## src/rtl/sync_sched.sv

```systemverilog
// sync_sched: sequences the transmit phase, then the receive phase, of the
// inter-FPGA sync datapath. The two phases share one AFPGA address bus, so
// at most one of them owns it at a time, and a guard gap of unowned cycles
// separates them. The block also watches each wait for a hang and latches a
// fault.
// Optional statistics counters are built only when SYNC_SCHED_STAT_EN is
// defined; otherwise overrun_cnt and cycle_cnt are tied to zero.
// Every output comes straight from a flop, loaded from the next-state decode.
module sync_sched #(
    parameter int GUARD_CYC = 4,   // unowned cycles between phases, 1..15
    parameter int TIMEOUT_W = 12   // a wait times out after 2^TIMEOUT_W-1 cycles
) (
    input  logic        clk,
    input  logic        reset,
    input  logic        cycle_start,
    input  logic        rx_frame_valid,
    input  logic [1:0]  btoa_sel,
    input  logic        trans_done,
    input  logic        recv_done,
    input  logic        fault_clr,
    output logic        sync_trans_en,
    output logic        sync_recv_en,
    output logic [1:0]  sync_Btoa_en,
    output logic [1:0]  afpga_owner,
    output logic        tx_ready,
    output logic        busy,
    output logic        timeout_err,
    output logic        fault,
    output logic [7:0]  overrun_cnt,
    output logic [15:0] cycle_cnt
);

    typedef enum logic [2:0] {
        S_IDLE, S_T_START, S_T_WAIT, S_G1, S_R_START, S_R_WAIT, S_G2, S_FAULT
    } state_t;

    localparam logic [3:0]           GUARD_LAST = 4'(GUARD_CYC - 1);
    // The counter reaches all-ones on the edge that ends this count.
    localparam logic [TIMEOUT_W-1:0] TO_LAST    = TIMEOUT_W'((1 << TIMEOUT_W) - 2);

    state_t               r_state;
    state_t               w_next;
    logic                 w_timeout;
    logic                 w_tx_done;
    logic [3:0]           r_gcnt;
    logic [TIMEOUT_W-1:0] r_tcnt;
    logic                 r_rx_pend;
    logic [1:0]           r_dir_q;

    // State register.
    always_ff @(posedge clk) begin
        // NOTE: every flop is updated with <= so all of them sample the
        // pre-edge values and the block order does not matter.
        if (reset) r_state <= S_IDLE;
        else       r_state <= w_next;
    end

    // Next-state logic with the done, guard and timeout decisions.
    always_comb begin
        // NOTE: defaults first, so no path leaves a signal unassigned and
        // no latch is inferred.
        w_next    = r_state;
        w_timeout = 1'b0;
        w_tx_done = 1'b0;
        case (r_state)
            S_IDLE:    if (cycle_start) w_next = S_T_START;
            S_T_START: begin
                w_next    = trans_done ? S_G1 : S_T_WAIT;
                w_tx_done = trans_done;
            end
            S_T_WAIT: begin
                if (trans_done) begin
                    w_next    = S_G1;
                    w_tx_done = 1'b1;
                end else if (r_tcnt == TO_LAST) begin
                    w_next    = S_FAULT;
                    w_timeout = 1'b1;
                end
            end
            S_G1: begin
                if (r_gcnt == GUARD_LAST) w_next = r_rx_pend ? S_R_START : S_IDLE;
            end
            S_R_START: w_next = recv_done ? S_G2 : S_R_WAIT;
            S_R_WAIT: begin
                if (recv_done) begin
                    w_next = S_G2;
                end else if (r_tcnt == TO_LAST) begin
                    w_next    = S_FAULT;
                    w_timeout = 1'b1;
                end
            end
            S_G2:      if (r_gcnt == GUARD_LAST) w_next = S_IDLE;
            S_FAULT:   if (fault_clr) w_next = S_IDLE;
            default:   w_next = S_IDLE;
        endcase
    end

    // Phase bookkeeping and registered outputs, loaded from the next state.
    always_ff @(posedge clk) begin
        if (reset) begin
            r_gcnt        <= '0;
            r_tcnt        <= '0;
            r_rx_pend     <= 1'b0;
            r_dir_q       <= 2'b00;
            sync_trans_en <= 1'b0;
            sync_recv_en  <= 1'b0;
            sync_Btoa_en  <= 2'b00;
            afpga_owner   <= 2'b00;
            tx_ready      <= 1'b0;
            busy          <= 1'b0;
            timeout_err   <= 1'b0;
            fault         <= 1'b0;
        end else begin
            r_gcnt <= ((r_state == S_G1 || r_state == S_G2) && w_next == r_state)
                      ? r_gcnt + 4'd1 : 4'd0;
            // Held at zero in the start states, so each wait begins from zero.
            r_tcnt <= (r_state == S_T_WAIT || r_state == S_R_WAIT)
                      ? r_tcnt + TIMEOUT_W'(1) : '0;
            // A new frame beats the clear, so it is serviced next control cycle.
            if (rx_frame_valid)          r_rx_pend <= 1'b1;
            else if (r_state == S_R_START) r_rx_pend <= 1'b0;
            if (r_state == S_IDLE && cycle_start) r_dir_q <= btoa_sel;

            sync_trans_en <= (w_next == S_T_START);
            sync_recv_en  <= (w_next == S_R_START);
            afpga_owner   <= (w_next == S_T_START || w_next == S_T_WAIT) ? 2'b01 :
                             (w_next == S_R_START || w_next == S_R_WAIT) ? 2'b10 : 2'b00;
            sync_Btoa_en  <= (w_next == S_R_START || w_next == S_R_WAIT) ? r_dir_q : 2'b00;
            tx_ready      <= w_tx_done;
            busy          <= (w_next != S_IDLE);
            timeout_err   <= w_timeout;
            if (w_timeout)                           fault <= 1'b1;
            else if (r_state == S_FAULT && fault_clr) fault <= 1'b0;
        end
    end

`ifdef SYNC_SCHED_STAT_EN
    logic [7:0]  r_overrun_cnt;
    logic [15:0] r_cycle_cnt;
    logic        w_cycle_done;

    assign w_cycle_done = (r_state == S_G1 || r_state == S_G2) && (w_next == S_IDLE);

    // Overrun count saturates; completed-cycle count wraps.
    always_ff @(posedge clk) begin
        if (reset) begin
            r_overrun_cnt <= 8'd0;
            r_cycle_cnt   <= 16'd0;
        end else begin
            if (cycle_start && r_state != S_IDLE && r_overrun_cnt != 8'hFF)
                r_overrun_cnt <= r_overrun_cnt + 8'd1;
            if (w_cycle_done) r_cycle_cnt <= r_cycle_cnt + 16'd1;
        end
    end

    assign overrun_cnt = r_overrun_cnt;
    assign cycle_cnt   = r_cycle_cnt;
`else
    assign overrun_cnt = 8'd0;
    assign cycle_cnt   = 16'd0;
`endif

endmodule

```

## config.mk

```make
export PLATFORM = sky130hd
export DESIGN_NAME = sync_sched
export DESIGN_NICKNAME = d
export VERILOG_FILES = /design/src/rtl/sync_sched.sv
export SDC_FILE = /design/constraint.sdc
export NUM_CORES = 1
export LEC_CHECK = 0
export CAP_MARGIN = 20
export CORE_ASPECT_RATIO = 1.1
export CORE_UTILIZATION = 43
export DETAILED_ROUTE_END_ITERATION = 6
export GPL_ROUTABILITY_DRIVEN = 0
export PLACE_DENSITY = 0.8
export SYNTH_ARGS = -nofsm -noshare
export SYNTH_HDL_FRONTEND = slang
export SYNTH_SLANG_ARGS = --single-unit
```

## constraint.sdc

```tcl
create_clock -name clk -period 1.6 [get_ports clk]
set_clock_uncertainty 0.15 [all_clocks]
set_input_delay 0.16 -clock clk [delete_from_list [all_inputs] [get_ports clk]]
set_output_delay 0.16 -clock clk [all_outputs]
set_load 0.03 [all_outputs]
```

==> results.ini <==
[sta]
fmax_mhz = 571
slew_violations = 0
rsz0062_at_grt = true
setup_viol = 8
layout_min_cycle_time_ns = 1.75
timing.final.ws_setup_ns = -0.153
fin_crit_sh = 1.10
hold_viol_final = 0

[global_route]
grt_usage = 0.181
grt.overflow.total = 0
grt_pass1_wl_um = 5110
antenna_found_initial = 0
grt_max_degree = 12
grt_pass1_vias = 1261

[synthesis]
synth_compound_area_frac = 0.0752
ys_async_sr_fraction = 0
synth-main-ff-cell = dfxtp_1
synth_top_family_by_area = simple AND/OR/NAND/NOR gates
synthCells = 175
yosys.area_share.simple = 0.251
yosys_warnings = 0
synth-edff-count = 0
yosysUniqueCellTypes = 42
synth.cell_area_mm2 = 0.00155
synth_fa_ha_area_frac = 0.0243
ys_seq_elements = 32
syn_avg_cell_area_um2 = 8.84
ys_seq_area_frac = 0.414
synthXorXnorAreaFrac = 0.0736
synthMuxAreaShare = 0.0202

[pwr]
cellPowerDensity_mw_per_mm2 = 856
p_int_uw = 1190
pwr-share-clk = 0.265
p_seq_frac = 0.488
swShare = 0.337
power_leakage_uw = 0.000903
comb_power_share = 0.248
power.net_switching_uw = 604
max-vdd-ir-drop_v = 0.000528

[clock_tree]
clk_pin_slew_ns = 0.11
htreeDepth = 2
cts_tree = done
numCtsBuffers = 5
cts.sinks = 32
clk_latency_ns = 0.36
cts_hold_buffers = 0
clockRootBuffer = clkbuf_4
clock_path_buffers = 2

[outcome]
violations = negative setup slack
status = complete, but fails checks

[routing]
firstDrtPassIters = 4
wl_per_cell_um = 11.2
post-route-drc-count = 0
viasPerCell = 4.58
route.vias.total = 1274
ant_nets = 0
wirelength_um = 3100
drt_iter0_drc = 33

[worst_setup_path]
crit_type = reg2reg
cp_data_required_time_ns = 1.74
critPathCaptureType = flip-flop
critPathLaunchType = flip-flop
cp_max_fo = 3
worstPathArrival_ns = 1.90

[floorplanning]
die-area_mm2 = 0.00384
io_pins = 43
coreArea_mm2 = 0.00339
core.rowCount = 22
start_util = 0.457
die-width_um = 59.2
fp.dieH_um = 64.9

[finish]
nets = 241
fillCellCount = 306
syn_to_final_growth_pct = 35.5
final_util = 0.619
drive_gt1_frac = 0.309
insertedDiodeCount = 0
fin_cells = 278

[place]
dp.cells = 269
dp_hpwl_um = 2240
io_buffers = 18

[job]
cap_violations = 0

[min_path]
hp-class = in2reg

## power groups by stage
stage,registers [µW],clock network (µW),logic (µW)
floorplan,903,0,294
global placement,886,0,404
detailed placement,888,0,409
CTS,872,488,423
global route,882,521,480
finish,876,475,445
## cell type report
| type | count | area [µm²] | share of cell area |
|---|---|---|---|
| repair buffers | 53 | 430 | 0.205 |
| flip-flops and latches | 32 | 654 | 0.312 |
| clock inverters | 3 | 18.8 | 0.00895 |
| inverters | 4 | 15.0 | 0.00716 |
| well taps | 48 | 60.1 | 0.0286 |
| multi-input cells | 133 | 881 | 0.420 |
| clock buffers | 5 | 37.5 | 0.0179 |
## synthesized netlist by cell type, types with 2 or more instances
cell type	count	area [µm²]
dfxtp_1	32	641
nor2_1	29	109
buf_4	24	180
nand2_1	10	37.5
xor2_1	9	78.8
nand3_1	6	30.0
a21oi_1	4	20.0
and2_1	4	25.0
inv_1	4	15.0
nor2b_1	4	25.0
o21ai_0	4	20.0
xnor2_1	4	35.0
clkbuf_1	3	11.3
ha_1	3	37.5
nand4_1	3	18.8
buf_2	2	10.0
mux2i_1	2	20.0
nand2b_1	2	12.5
nor4b_1	2	17.5
or2_2	2	12.5
## through the flow
step           setup slack (ns)  setup TNS (ns)  hold slack [ns]  power [µW]  cell area [µm²]
2_1_floorplan           -0.0788          -0.120           0.0893        1200             1670
3_3_place_gp             -0.271           -2.69            0.290        1290             1960
3_5_place_dp             -0.297           -2.98            0.306        1300             1960
4_1_cts                  -0.193          -0.818            0.238        1780             2050
5_1_grt                  -0.245           -1.82            0.268        1880             2100
6_report                 -0.153          -0.646            0.235        1800             2100
## layer usage
layer	global-route usage	wire length, µm	up-vias
met5	0	0	-
met4	0.0952	80	0
met3	0.0659	129	7
met2	0.310	1560	33
met1	0.187	1330	583
li1	-	-	651
## state kept, by name, indices dropped and copies added (netlist names)
name	count
fault	1
busy	1
r_rx_pend	1
r_gcnt	4
sync_recv_en	1
r_tcnt	12
r_state	3
afpga_owner	2
r_dir_q	2
tx_ready	1
timeout_err	1
sync_trans_en	1
sync_Btoa_en	2
## path summary, 6_finish.rpt
check | from | to | slack, ns | cells past startpoint
setup / recovery | r_tcnt[0]$_SDFF_PP0_ | afpga_owner[0]$_SDFF_PP0_ | -0.15 | 7
hold / removal | rx_frame_valid | r_rx_pend$_SDFFE_PP0P_ | 0.24 | 3
setup reg to reg | r_tcnt[0]$_SDFF_PP0_ | afpga_owner[0]$_SDFF_PP0_ | -0.15 | 7
hold reg to reg | fault$_SDFFE_PP0P_ | fault$_SDFFE_PP0P_ | 0.32 | 2
## cells in the final DEF (no fill, tap or decap), types with 6 or more instances in the layout
cell / synthesis / final
nand3_1: 6 / 6
buf_4: 24 / 35
nor2_1: 29 / 29
dlygate4sd2_1: 0 / 10
conb_1: 1 / 24
xor2_1: 9 / 9
clkdlybuf4s50_1: 0 / 8
dfxtp_1: 32 / 25
nand2_1: 10 / 10
## worst max-delay path: stages, from the launching register on
cell and delay, ns:
dfxtp_2 0.33, inv_1 0.05, ha_1 0.14, and2_4 0.13
nand4_1 0.12, o311a_1 0.35, or3_1 0.32, a21oi_1 0.12
## what timing repair did
item,in CTS,in global routing
pin swaps,3,3
setup endpoints to repair,29,22
resized for setup,18,12
buffers inserted,1,0
## kinds of logic after synthesis
family          count (synthesis)
other cells                     1
compound gates                 16
mux                             3
flops                          32
simple gates                   74
buf+inv                        33
fa+ha+maj                       3
xor+xnor                       13
No activity file was read; power rests on OpenSTA's default activity.
